File: src/rtl/output_synchronizer_rr.sv
// output_synchronizer_rr
// Chooses the word that drives the node output link. Candidates are the ready
// peripheral words, picked round-robin, and the scheduler's next_task.
// The chosen word is held in a register under a valid/ready handshake. The
// peripheral that supplied an accepted word gets a one-hot acknowledge.
// A starvation guard stops busy peripherals from locking out a pending task.
module output_synchronizer_rr #(
   parameter int NUM_PERIPH   = 4,
   parameter int DATA_W       = 16,
   parameter int TASK_W       = 8,
   parameter int STATUS_LSB   = 8,
   parameter int STATUS_W     = 4,
   parameter int READY_CODE   = 1,
   parameter int STARVE_LIMIT = 3,
   localparam int SRC_W       = $clog2(NUM_PERIPH + 1)
) (
   input  logic                         clk,
   input  logic                         rst_n,
   input  logic [TASK_W-1:0]            next_task,
   input  logic                         next_task_valid,
   input  logic [NUM_PERIPH*DATA_W-1:0] periph_data,
   output logic [NUM_PERIPH-1:0]        periph_ack,
   output logic [DATA_W-1:0]            out,
   output logic                         out_valid,
   input  logic                         out_ready,
   output logic [SRC_W-1:0]             out_src
);

   // Pointer width must stay at least one bit, even with a single channel.
   localparam int PTR_W    = (NUM_PERIPH > 1) ? $clog2(NUM_PERIPH) : 1;
   localparam int STARVE_W = $clog2(STARVE_LIMIT + 1);

   localparam logic [SRC_W-1:0]    TASK_SRC  = SRC_W'(NUM_PERIPH);
   localparam logic [PTR_W-1:0]    PTR_RESET = PTR_W'(NUM_PERIPH - 1);
   localparam logic [STARVE_W-1:0] STARVE_MAX = STARVE_W'(STARVE_LIMIT);

   typedef enum logic [0:0] {
      ST_IDLE = 1'b0,
      ST_HOLD = 1'b1
   } state_t;

   // A channel is ready only when its status field equals READY_CODE.
   // Every other bit of the word is ignored for this test.
   function automatic logic word_is_ready(input logic [DATA_W-1:0] word);
      return (word[STATUS_LSB +: STATUS_W] == STATUS_W'(READY_CODE));
   endfunction

   // Descending round-robin search that starts at ptr and wraps from 0 to
   // NUM_PERIPH-1. The result MSB is a found flag. The low bits hold the
   // winning channel.
   function automatic logic [PTR_W:0] rr_pick(input logic [NUM_PERIPH-1:0] rdy,
                                              input logic [PTR_W-1:0]      ptr);
      logic [PTR_W:0] res;
      int             cand;
      res = {1'b0, {PTR_W{1'b0}}};
      for (int k = 0; k < NUM_PERIPH; k++) begin
         cand = int'(ptr) - k;
         if (cand < 0) begin
            cand = cand + NUM_PERIPH;
         end else begin
            cand = cand;
         end
         if (!res[PTR_W] && rdy[cand[PTR_W-1:0]]) begin
            res = {1'b1, cand[PTR_W-1:0]};
         end else begin
            res = res;
         end
      end
      return res;
   endfunction

   // After a peripheral word is accepted, the next search starts just below
   // the channel that won. The value wraps modulo NUM_PERIPH.
   function automatic logic [PTR_W-1:0] ptr_after(input logic [SRC_W-1:0] src);
      if (src == {SRC_W{1'b0}}) begin
         return PTR_RESET;
      end else begin
         return PTR_W'(src - SRC_W'(1));
      end
   endfunction

   state_t                  state_q, state_d;
   logic [DATA_W-1:0]       out_q, out_d;
   logic                    out_valid_q, out_valid_d;
   logic [SRC_W-1:0]        out_src_q, out_src_d;
   logic [PTR_W-1:0]        ptr_q, ptr_d;
   logic [STARVE_W-1:0]     starve_q, starve_d;

   logic [NUM_PERIPH-1:0]   ready_s;
   logic [PTR_W:0]          pick_s;
   logic                    grant_found_s;
   logic [PTR_W-1:0]        grant_idx_s;
   logic [DATA_W-1:0]       grant_word_s;
   logic [DATA_W-1:0]       task_word_s;
   logic                    starve_hit_s;
   logic [NUM_PERIPH-1:0]   periph_ack_s;

   // Build the per-channel ready vector from the status fields.
   always_comb begin
      ready_s = {NUM_PERIPH{1'b0}};
      for (int i = 0; i < NUM_PERIPH; i++) begin
         ready_s[i] = word_is_ready(periph_data[i*DATA_W +: DATA_W]);
      end
   end

   // Find the round-robin winner and gather the candidate words.
   always_comb begin
      pick_s        = rr_pick(ready_s, ptr_q);
      grant_found_s = pick_s[PTR_W];
      grant_idx_s   = pick_s[PTR_W-1:0];
      grant_word_s  = periph_data[int'(grant_idx_s)*DATA_W +: DATA_W];
      task_word_s   = DATA_W'(next_task);
      starve_hit_s  = (starve_q == STARVE_MAX) && next_task_valid;
   end

   // Next-state logic: choose in IDLE, hold until the handshake in HOLD.
   always_comb begin
      state_d     = state_q;
      out_d       = out_q;
      out_valid_d = out_valid_q;
      out_src_d   = out_src_q;
      ptr_d       = ptr_q;
      starve_d    = starve_q;
      case (state_q)
         ST_IDLE: begin
            if (starve_hit_s) begin
               // A pending task has waited through STARVE_LIMIT grants, so it
               // goes ahead of the ready peripherals.
               out_d       = task_word_s;
               out_src_d   = TASK_SRC;
               out_valid_d = 1'b1;
               starve_d    = {STARVE_W{1'b0}};
               state_d     = ST_HOLD;
            end else if (grant_found_s) begin
               out_d       = grant_word_s;
               out_src_d   = SRC_W'(grant_idx_s);
               out_valid_d = 1'b1;
               state_d     = ST_HOLD;
               if (!next_task_valid) begin
                  starve_d = {STARVE_W{1'b0}};
               end else if (starve_q == STARVE_MAX) begin
                  starve_d = starve_q;
               end else begin
                  starve_d = starve_q + STARVE_W'(1);
               end
            end else if (next_task_valid) begin
               out_d       = task_word_s;
               out_src_d   = TASK_SRC;
               out_valid_d = 1'b1;
               starve_d    = {STARVE_W{1'b0}};
               state_d     = ST_HOLD;
            end else begin
               // Nothing to send. out keeps its last value.
               out_valid_d = 1'b0;
            end
         end
         ST_HOLD: begin
            if (out_ready) begin
               out_valid_d = 1'b0;
               state_d     = ST_IDLE;
               if (out_src_q < TASK_SRC) begin
                  ptr_d = ptr_after(out_src_q);
               end else begin
                  // An accepted task does not move the pointer.
                  ptr_d = ptr_q;
               end
            end else begin
               state_d = ST_HOLD;
            end
         end
         default: begin
            state_d     = ST_IDLE;
            out_valid_d = 1'b0;
         end
      endcase
   end

   // State and output registers with synchronous active-low reset.
   always_ff @(posedge clk) begin
      if (!rst_n) begin
         state_q     <= ST_IDLE;
         out_q       <= {DATA_W{1'b0}};
         out_valid_q <= 1'b0;
         out_src_q   <= {SRC_W{1'b0}};
         ptr_q       <= PTR_RESET;
         starve_q    <= {STARVE_W{1'b0}};
      end else begin
         state_q     <= state_d;
         out_q       <= out_d;
         out_valid_q <= out_valid_d;
         out_src_q   <= out_src_d;
         ptr_q       <= ptr_d;
         starve_q    <= starve_d;
      end
   end

   // The acknowledge pulses in the accept cycle of a peripheral word.
   // It is held off while reset is asserted, because reset discards the word.
   always_comb begin
      periph_ack_s = {NUM_PERIPH{1'b0}};
      for (int i = 0; i < NUM_PERIPH; i++) begin
         if (rst_n && (state_q == ST_HOLD) && out_valid_q && out_ready &&
             (out_src_q == SRC_W'(i))) begin
            periph_ack_s[i] = 1'b1;
         end else begin
            periph_ack_s[i] = 1'b0;
         end
      end
   end

   assign periph_ack = periph_ack_s;
   assign out        = out_q;
   assign out_valid  = out_valid_q;
   assign out_src    = out_src_q;

endmodule
File: config.mk
export PLATFORM = sky130hd
export DESIGN_NAME = output_synchronizer_rr
export DESIGN_NICKNAME = d
export VERILOG_FILES = /design/src/rtl/output_synchronizer_rr.sv
export SDC_FILE = /design/constraint.sdc
export NUM_CORES = 1
export LEC_CHECK = 0
export CORE_MARGIN = 2
export CORE_UTILIZATION = 36
export CTS_CLUSTER_SIZE = 24
export DETAILED_ROUTE_END_ITERATION = 12
export HOLD_SLACK_MARGIN = 0.15
export PLACE_DENSITY_LB_ADDON = 0.2
export SLEW_MARGIN = 15
export SYNTH_ARGS = -nofsm -noshare
export SYNTH_HDL_FRONTEND = slang
export SYNTH_SLANG_ARGS = --single-unit
export TNS_END_PERCENT = 10
File: constraint.sdc
create_clock -name clk -period 2.6 [get_ports clk]
set_input_delay 0.78 -clock clk [delete_from_list [all_inputs] [get_ports clk]]
set_output_delay 0.78 -clock clk [all_outputs]
set_load 0.1 [all_outputs]
# Word-level counts from Yosys, hierarchy flattened
# Cells that the tools add are included.
[word_totals] reg_bits=25 out_inout_bits=24
[op_classes] addsub=9 magnitude_cmp=9 n_eq_ne=10 shift=1 mux=39 n_bitwise=1 n_reduce_logical=19
[ops] cell="64-bit by 7-bit indexed part select with 16-bit output" count=1
[ops] cell="16-bit two-way mux" count=3
[ops] cell="3-bit two-way mux" count=7
[ops] cell="2-bit two-way mux" count=10
[ops] cell="4-bit by 1-bit equality test with 1-bit output, second input constant" count=4
[ops] cell="1-bit two-way mux" count=13
[ops] cell="2-bit by 3-bit < comparator with 1-bit output, second input constant" count=4
[ops] cell="1-bit logical AND" count=11
[ops] cell="2-bit by 1-bit adder with 2-bit output, second input constant" count=5
[ops] cell="3-bit by 1-bit < comparator with 1-bit output, second input constant" count=3
[ops] cell="1-bit binary-select mux with 2-bit select" count=4
[ops] cell="3-bit by 2-bit equality test with 1-bit output, second input constant" count=2
[ops] cell="3-bit AND reduction" count=2
[ops] cell="2-bit by 2-bit subtractor with 3-bit output, second input constant" count=2
[ops] cell="4-bit inequality test, second input constant" count=1
[ops] cell="1-bit one-hot mux with 2 select lines" count=2
[ops] cell="3-bit by 1-bit equality test with 1-bit output, second input constant" count=1
[ops] cell="1-bit logical NOT" count=3
[ops] cell="3-bit logical NOT" count=1
[ops] cell="3-bit < comparator, second input constant" count=1
[ops] cell="3-bit nonzero test" count=1
[ops] cell="2-bit by 1-bit subtractor with 3-bit output, second input constant" count=1
[ops] cell="2-bit equality test, second input constant" count=1
[ops] cell="2-bit by 1-bit < comparator with 1-bit output, second input constant" count=1
[ops] cell="other kinds (4)" count=4

# Logic depth before layout (Yosys ltp)
# Gate-level depths: netlist (run 1).
[logic_depth] depth_word=17 depth_mapped=8 ltp_nobuf=6

# Least setup slack after synthesis (run 1)
# No wires, ideal clock.
[synth_path] path_type="input -> output" start="in rst_n" end="out periph_ack[0]" t_arrival_ns=2.041 t_required_ns=1.820 slack_ns=-0.221 stages=3 path_cell_list="dlygate4sd1_1 > and3_1 > and2_1"
[synth_via] elab_chain_cells=5
[synth_lines] element="start, declared" line_no="18" rtl="input logic rst_n,"
[synth_lines] element="1-bit logical AND (4 in a row)" line_no="202" rtl="if (rst_n && (state_q == ST_HOLD) && out_valid_q && out_ready &&"
[synth_lines] element="1-bit two-way mux" line_no="202"
[synth_lines] element="end, declared" line_no="22" rtl="output logic [NUM_PERIPH-1:0] periph_ack,"
# Every way passes these cells.

# Worst setup path after layout (run 1)
[layout_path] start="in periph_data[27]" end="reg out_q[3] (netlist: out[3])"
[layout_via] elab_chain_cells=16 word_cells_on_any_way=24
[layout_lines] element="start, declared" line_no="21" rtl="input logic [NUM_PERIPH*DATA_W-1:0] periph_data,"
[layout_lines] element="4-bit by 1-bit equality test with 1-bit output *" line_no="45" rtl="return (word[STATUS_LSB +: STATUS_W] == STATUS_W'(READY_CODE));"
[layout_lines] element="1-bit binary-select mux with 2-bit select" line_no="63" rtl="if (!res[PTR_W] && rdy[cand[PTR_W-1:0]]) begin"
[layout_lines] element="1-bit two-way mux (implied by the code)" line_no="63"
[layout_lines] element="3-bit two-way mux" line_no="63"
[layout_lines] element="1-bit logical NOT" line_no="63"
[layout_lines] element="1-bit logical AND" line_no="63"
[layout_lines] element="3-bit two-way mux" line_no="63"
[layout_lines] element="1-bit logical NOT" line_no="63"
[layout_lines] element="1-bit logical AND" line_no="63"
[layout_lines] element="3-bit two-way mux" line_no="63"
[layout_lines] element="1-bit logical NOT" line_no="63"
[layout_lines] element="1-bit logical AND" line_no="63"
[layout_lines] element="3-bit two-way mux *" line_no="63"
[layout_lines] element="64-bit by 7-bit indexed part select with 16-bit output" line_no="111" rtl="grant_word_s = periph_data[int'(grant_idx_s)*DATA_W +: DATA_W];"
[layout_lines] element="16-bit two-way mux" line_no="134" rtl="end else if (grant_found_s) begin"
[layout_lines] element="16-bit two-way mux" line_no="126" rtl="if (starve_hit_s) begin"
[layout_lines] element="end signal, assigned" line_no="182" rtl="out_q <= {DATA_W{1'b0}};"
[layout_lines] element="end signal, assigned" line_no="189" rtl="out_q <= out_d;"
[layout_lines] element="end, declared" line_no="83" rtl="logic [DATA_W-1:0] out_q, out_d;"
# Mark *: on every way between the ends. The rest lies on a longest branch, timed or not. The select of a mux whose other input is x is not followed.
# A chain may end at the register's enable or synchronous reset.

==> results of run 1 <==
==> cell type report <==
| class | count | share of cell area |
|---|---|---|
| Tap cell | 70 | 0.0264 |
| Clock buffer | 3 | 0.0125 |
| Timing Repair Buffer | 146 | 0.413 |
| Sequential cell | 25 | 0.151 |
| Multi-Input combinational cell | 159 | 0.383 |
| Clock inverter | 1 | 0.00227 |
| Inverter | 10 | 0.0113 |
==> worst paths after layout <==
path	from	endpoint	slack [ps]	cells past startpoint
worst min register to register	starve_q[1]	starve_q[1]	470	2
worst min-delay path	starve_q[1]	starve_q[1]	470	2
worst max register to register	state_q	ptr_q[0]	260	12
worst max-delay path	periph_data[27]	out[3]	-90	8
==> through the flow <==
step	area, sq um	util	worst slack (ps)	TNS (ps)	hold WS (ps)
detailed placement	3100	0.610	-474	-7520	453
global placement	3100	0.610	-448	-6930	450
global route	3310	0.653	-160	-1300	477
floorplan	1880	-	-221	-664	436
CTS	3230	0.636	-79.9	-321	467
finish	3310	0.653	-85.3	-174	468
==> synth_stat cells (2+ instances only) <==
library cell  instances
dfxtp_1              25
or4_1                 3
mux2i_1               4
o211ai_2              4
nand2_1              11
nor4_1                2
a41o_1                4
clkbuf_1              3
and3_1                5
mux2_2                7
inv_1                 9
nand4_1               8
clkbuf_8              2
buf_6                 3
nor4b_4               3
a2111oi_0             4
o21ai_1               3
ha_1                  5
and2_1                4
o21ai_0              16
a31oi_1               4
nand3_1              16
nor2_1                8
buf_2                 4
a211o_1               4
a21oi_1              14
a2111o_1              8
==> cell families after synthesis <==
logic type | Yosys count | share of synthesized area
AOI/OAI and AO/OA | 74 | 0.307
adders and majority gates | 5 | 0.0334
buffers and inverters | 25 | 0.0887
DFF | 25 | 0.267
muxes | 12 | 0.0714
and+or+nand+nor | 68 | 0.233
==> critical path, stage by stage <==
cell,delay (ps)
clkdlybuf4s50_1,500
nor4b_4,60
buf_4,150
or4_4,580
a2111oi_0,470
a211o_1,170
a41o_1,100
a31oi_1,40
==> per-layer routing <==
| layer | share of wire | global-route usage |
|---|---|---|
| met4 | 0.020 | 0.0709 |
| met5 | 0 | 0 |
| met3 | 0.079 | 0.0545 |
| met1 | 0.43 | 0.251 |
| met2 | 0.48 | 0.382 |
==> power by group through the flow <==
stage | combinational (mW) | sequential, mW | clock (mW)
2_1_floorplan | 0.180 | 0.618 | 0
3_3_place_gp | 0.592 | 0.443 | 0
3_5_place_dp | 0.598 | 0.442 | 0
4_1_cts | 0.612 | 0.435 | 0.253
5_1_grt | 0.660 | 0.441 | 0.267
6_report | 0.623 | 0.436 | 0.247
==> state kept, by name, summed over array words and instances, names as in the netlist <==
register	flops
out	16
out_src	3
out_valid	1
ptr_q	2
starve_q	2
state_q	1
==> what timing repair did <==
action	CTS	global route
resized for setup	17	17
setup endpoints to repair	19	20
cloned	0	1
pin swaps	5	10
buffers inserted	8	4
==> results.md, run 1 <==
* Overall Global Routing Usage at 0.214
* Pwr Total at ~1.3 mW
* Crit-path max FO at 6
* DRT Pass-1 Iters at 4
* Die Wd at around 76 um
* Root Driver: clkbuf_8
* Nets at between 400 and 500
* Violated checks: setup timing
* Worst Path Arrival at around 2900 ps
* # hold bufs at CTS at 0
* Synth area leader: dfxtp_1
* Layout Cells excl Fill at between 400 and 500
* Clock sinks at 25
* Rel. slew slack at 0.696
* Top post-synthesis cells by area: dfxtp_1 (27%), a2111o_1 (4.8%), nand3_1 (4.3%), o21ai_0 (4.3%), mux2_2 (4.2%)
* WS Path Type: input pin to flip-flop
* Final setup fails at 4
* Number of synthesis warnings at 0
* Max Fclk at roughly 370 MHz
* Switch share at 0.397
* Switching pwr at between 0.5 and 0.6 mW
* RSZ-0062 raised after global routing: yes
* Starting Density at 0.370
* H-tree depth at 1
* Power density over cell area at slightly below 400 nW/um^2
* P_leak at ~1.4 nW
* Synth Flop Type: dfxtp_1
* Worst skew pair latency at about 280 ps
* Worst setup EP type: flip-flop
* CTS Buffer Depth at 2
* DRC violations left at 0
* Clock Skew at around 8.6 ps
* Status: finished, violations left
* CTS Buf Count at 3
* Die area at 5800 sq um
* Diodes inserted at 0
* Slew Limit Fails at 0
* Worst Setup Start Kind: input pin
* Vias in the first global route at between 2000 and 2500
* Tmin final at approximately 2700 ps
* Yosys top cell area share at 0.267
* Share of cells above drive strength 1 at 0.334
* Worst vdd ir at approximately 0.40 mV
* Gpl congestion at between 0.8 and 0.9
* Commonest non-fill, non-tap cell in the layout: clkdlybuf4s50_1
* PnR worst setup slack at -85.3 ps
* EDFF count, synth at 0
* Multi-input logic area at roughly 1300 sq um
* I/O pin count at 100
* Max-cap violation count at 0
* Worst hold path class: flip-flop to flip-flop
* Row Count at 26
* Vias at about 2200
* Distinct cells, synth at 53
* Sequential share of the synthesized area at 0.267
* DRT iter0 DRCs at 83
* Global-route wire length before repair at around 10000 um
* Core area at ~5000 sq um
* Comb pwr share at 0.477
* Cells after synthesis at 209
* Slew @ Worst Pin at between 400 and 500 ps
* Sequential share of power at 0.334
* FILL cells at 451
* Clock power frac at 0.189
* Chip Height at 76.2 um
* Antenna viol nets, final at 0
* Syn_area_per_cell at 8.97 sq um
* Area grow syn2layout at 76.7%
* CTS tree: built
* Initial antenna violation count at 0
* Per-cell routed wire length at around 15 um
* Register area at about 500 sq um
* Synthesized Nets at 290
* Final Hold Fails at 0
* Clock slew at reported path FFs at around 100 ps
* Mapped Area at roughly 1900 sq um
* Yosys reg bits at 25
* Total grt overflow at 0
* Pint at 0.788 mW
* Most frequent cells in the layout: clkdlybuf4s50_1 (65), buf_4 (63), dfxtp_1 (24)
* Placed cell count at between 300 and 400
* Detailed placement HPWL at 4550 um
* Via-to-Cell Ratio at 5.42
* Final period utilization at 1.03
* Largest net degree at the start of global routing at 20
* Async SR Flop Fraction at 0
* Worst path required time at 2770 ps
* Routed WL at between 6000 and 7000 um
* Port bufs at 99
No activity file was read; power rests on OpenSTA's default activity.
==> run 2, diff against run 1 <==
CORE_UTILIZATION = 50   (was 36)
DONT_BUFFER_PORTS = 1   (was unset)
==> run 2 against run 1 <==
Effect of this change: the flow now finishes without violations; register-to-register slack better by 190 ps; largest power group unchanged; clock skew down 7.6 ps; sequential share of layout area up 7.8 points; critical endpoint is now periph_ack[3]; design area down 34%; setup slack better by 260 ps.
==> results.md, run 2 (synthesis gave the netlist of run 1 again) <==
* Status: complete, no violations (was finished, violations left)
* DRC violations left at 0 (unchanged)
* Slew Limit Fails at 0 (unchanged)
* Area grow syn2layout at 16.3% (was 76.7%)
* Final period utilization at 0.932 (was 1.03)
* Vias at 1812 (was 2245)
* Antenna viol nets, final at 0 (unchanged)
* Clock sinks at 25 (unchanged)
* Worst hold path class: flip-flop to flip-flop (unchanged)
* DRT Pass-1 Iters at 4 (unchanged)
* H-tree depth at 1 (unchanged)
* PnR worst setup slack at 177 ps (was -85.3 ps)
* # hold bufs at CTS at 0 (unchanged)
* Gpl congestion at 0.846 (was 0.896)
* Worst setup EP type: primary output (was flip-flop)
* Row Count at 22 (was 26)
* Setup TNS at 0 ps (was -174 ps)
* CTS tree: built (unchanged)
* Met2 wire length at 2470 um (was 2930 um)
* Pre-CTS setup slack at 12.8 ps (was -474 ps)
* Flop2flop setup slack at 450 ps (was 260 ps)
* Initial antenna violation count at 0 (unchanged)
* Most frequent cells in the layout: buf_4 (30), dfxtp_1 (25), o21ai_0 (16), nand3_1 (16), a21oi_1 (14) (was clkdlybuf4s50_1 (65), buf_4 (63), dfxtp_1 (24))
* Global-route wire length before repair at 8090 um (was 10200 um)
* Commonest non-fill, non-tap cell in the layout: buf_4 (was clkdlybuf4s50_1)
* Via-to-Cell Ratio at 6.45 (was 5.42)
* Hold slack at 472 ps (was 468 ps)
* DRT iter0 DRCs at 90 (was 83)
* Final Hold Fails at 0 (unchanged)
* CTS Buf Count at 3 (unchanged)
* Worst hold start: out[14] (was starve_q[1])
* Routed WL at 4990 um (was 6170 um)
* Vias in the first global route at 1809 (was 2258)
* Crit-path max FO at 4 (was 6)
* Diodes inserted at 0 (unchanged)
* Starting Density at 0.516 (was 0.370)
* FF-to-FF Start: ptr_q[1] (was state_q)
* DR WL met3 at 502 um (was 485 um)
* WS Path Type: input pin to primary output (was input pin to flip-flop)
* Clock Skew at 0.938 ps (was 8.58 ps)
* Post-CTS Resized at 0 (was 17)
* Detailed placement HPWL at 3940 um (was 4550 um)
* Finished Core Util at 0.601 (was 0.653)
* Root Driver: clkbuf_8 (unchanged)
* Largest net degree at the start of global routing at 21 (was 20)
* Worst skew pair latency at 260 ps (was 280 ps)
* Max-cap violation count at 0 (unchanged)
* CP startpoint: out_ready (was periph_data[27])
* P_leak at 0.900 nW (was 1.43 nW)
* Worst Setup Start Kind: input pin (unchanged)
* I/O pin count at 100 (unchanged)
* Chip Height at 65.2 um (was 76.2 um)
* Tmin final at 2420 ps (was 2690 ps)
* RSZ-0062 raised after global routing: no (was yes)
* Register area at 500 sq um (was 502 sq um)
* Worst vdd ir at 0.435 mV (was 0.403 mV)
* Die Wd at 65.2 um (was 76.2 um)
* Power density over cell area at 506 nW/um^2 (was 394 nW/um^2)
* Worst path required time at 1820 ps (was 2770 ps)
* Share of cells above drive strength 1 at 0.288 (was 0.334)
* Per-cell routed wire length at 17.8 um (was 14.9 um)
* CTS Buffer Depth at 2 (unchanged)
* Core area at 3630 sq um (was 5070 sq um)
* Total grt overflow at 0 (unchanged)
* Nets at 315 (was 426)
* FILL cells at 332 (was 451)
* Overall Global Routing Usage at 0.237 (was 0.214)
* Max reg flops at 16 (unchanged)
* Postcts setup bufs at 0 (was 8)
* Multi-input logic area at 1210 sq um (was 1270 sq um)
* Clock slew at reported path FFs at 90 ps (was 100 ps)
* Port bufs at 0 (was 99)
* Worst Path Arrival at 1640 ps (was 2850 ps)
* Max Fclk at 413 MHz (was 372 MHz)
* Rel. slew slack at 0.505 (was 0.696)
* Slew @ Worst Pin at 742 ps (was 456 ps)
* Max layer used: met4 (unchanged)
* Met1 WL at 1980 um (was 2630 um)
* Die area at 4260 sq um (was 5800 sq um)
* Final setup fails at 0 (was 4)
-- run 2: where the power goes --
group | internal, mW | leakage [nW] | switching, mW | total (mW)
sequential | 0.410 | 0.205 | 0.0104 | 0.421
clock | 0.108 | 0.0217 | 0.125 | 0.234
combinational | 0.126 | 0.673 | 0.324 | 0.450
total | 0.645 | 0.900 | 0.460 | 1.10
-- run 2: per-layer routing --
metal,vias up,track usage
met5,-,0
met3,6,0.0634
met4,0,0.0885
met2,93,0.415
li1,866,-
met1,847,0.277
-- run 2: worst max-delay path, stage by stage --
cell,delay (ps)
nand2_1,70
nor2_1,190
and3_1,230
and2_1,180
buf_12,180
-- run 2: path summary, 6_finish.rpt --
| path | depth (start not counted) | end |
|---|---|---|
| max | 5 | periph_ack[3] |
| min | 2 | out[14] |
| max reg2reg | 5 | out[3] |
| min reg2reg | 2 | out[14] |
-- run 2: through the flow --
step / power, mW / area [sq um] / std cells
floorplan: 0.797 / 1880 / 209
detailed placement: 0.879 / 2130 / 277
CTS: 1.11 / 2180 / 281
global route: 1.16 / 2180 / 281
global placement: 0.867 / 2130 / 277
finish: 1.10 / 2180 / 281
-- run 2: area by class of cell --
cell class / instances / area share
inverter: 10 / 0.0172
clock buffer: 3 / 0.0189
timing repair buffer: 35 / 0.149
multi-input combinational: 159 / 0.554
sequential: 25 / 0.229
clock inverter: 1 / 0.00344
tap: 48 / 0.0275
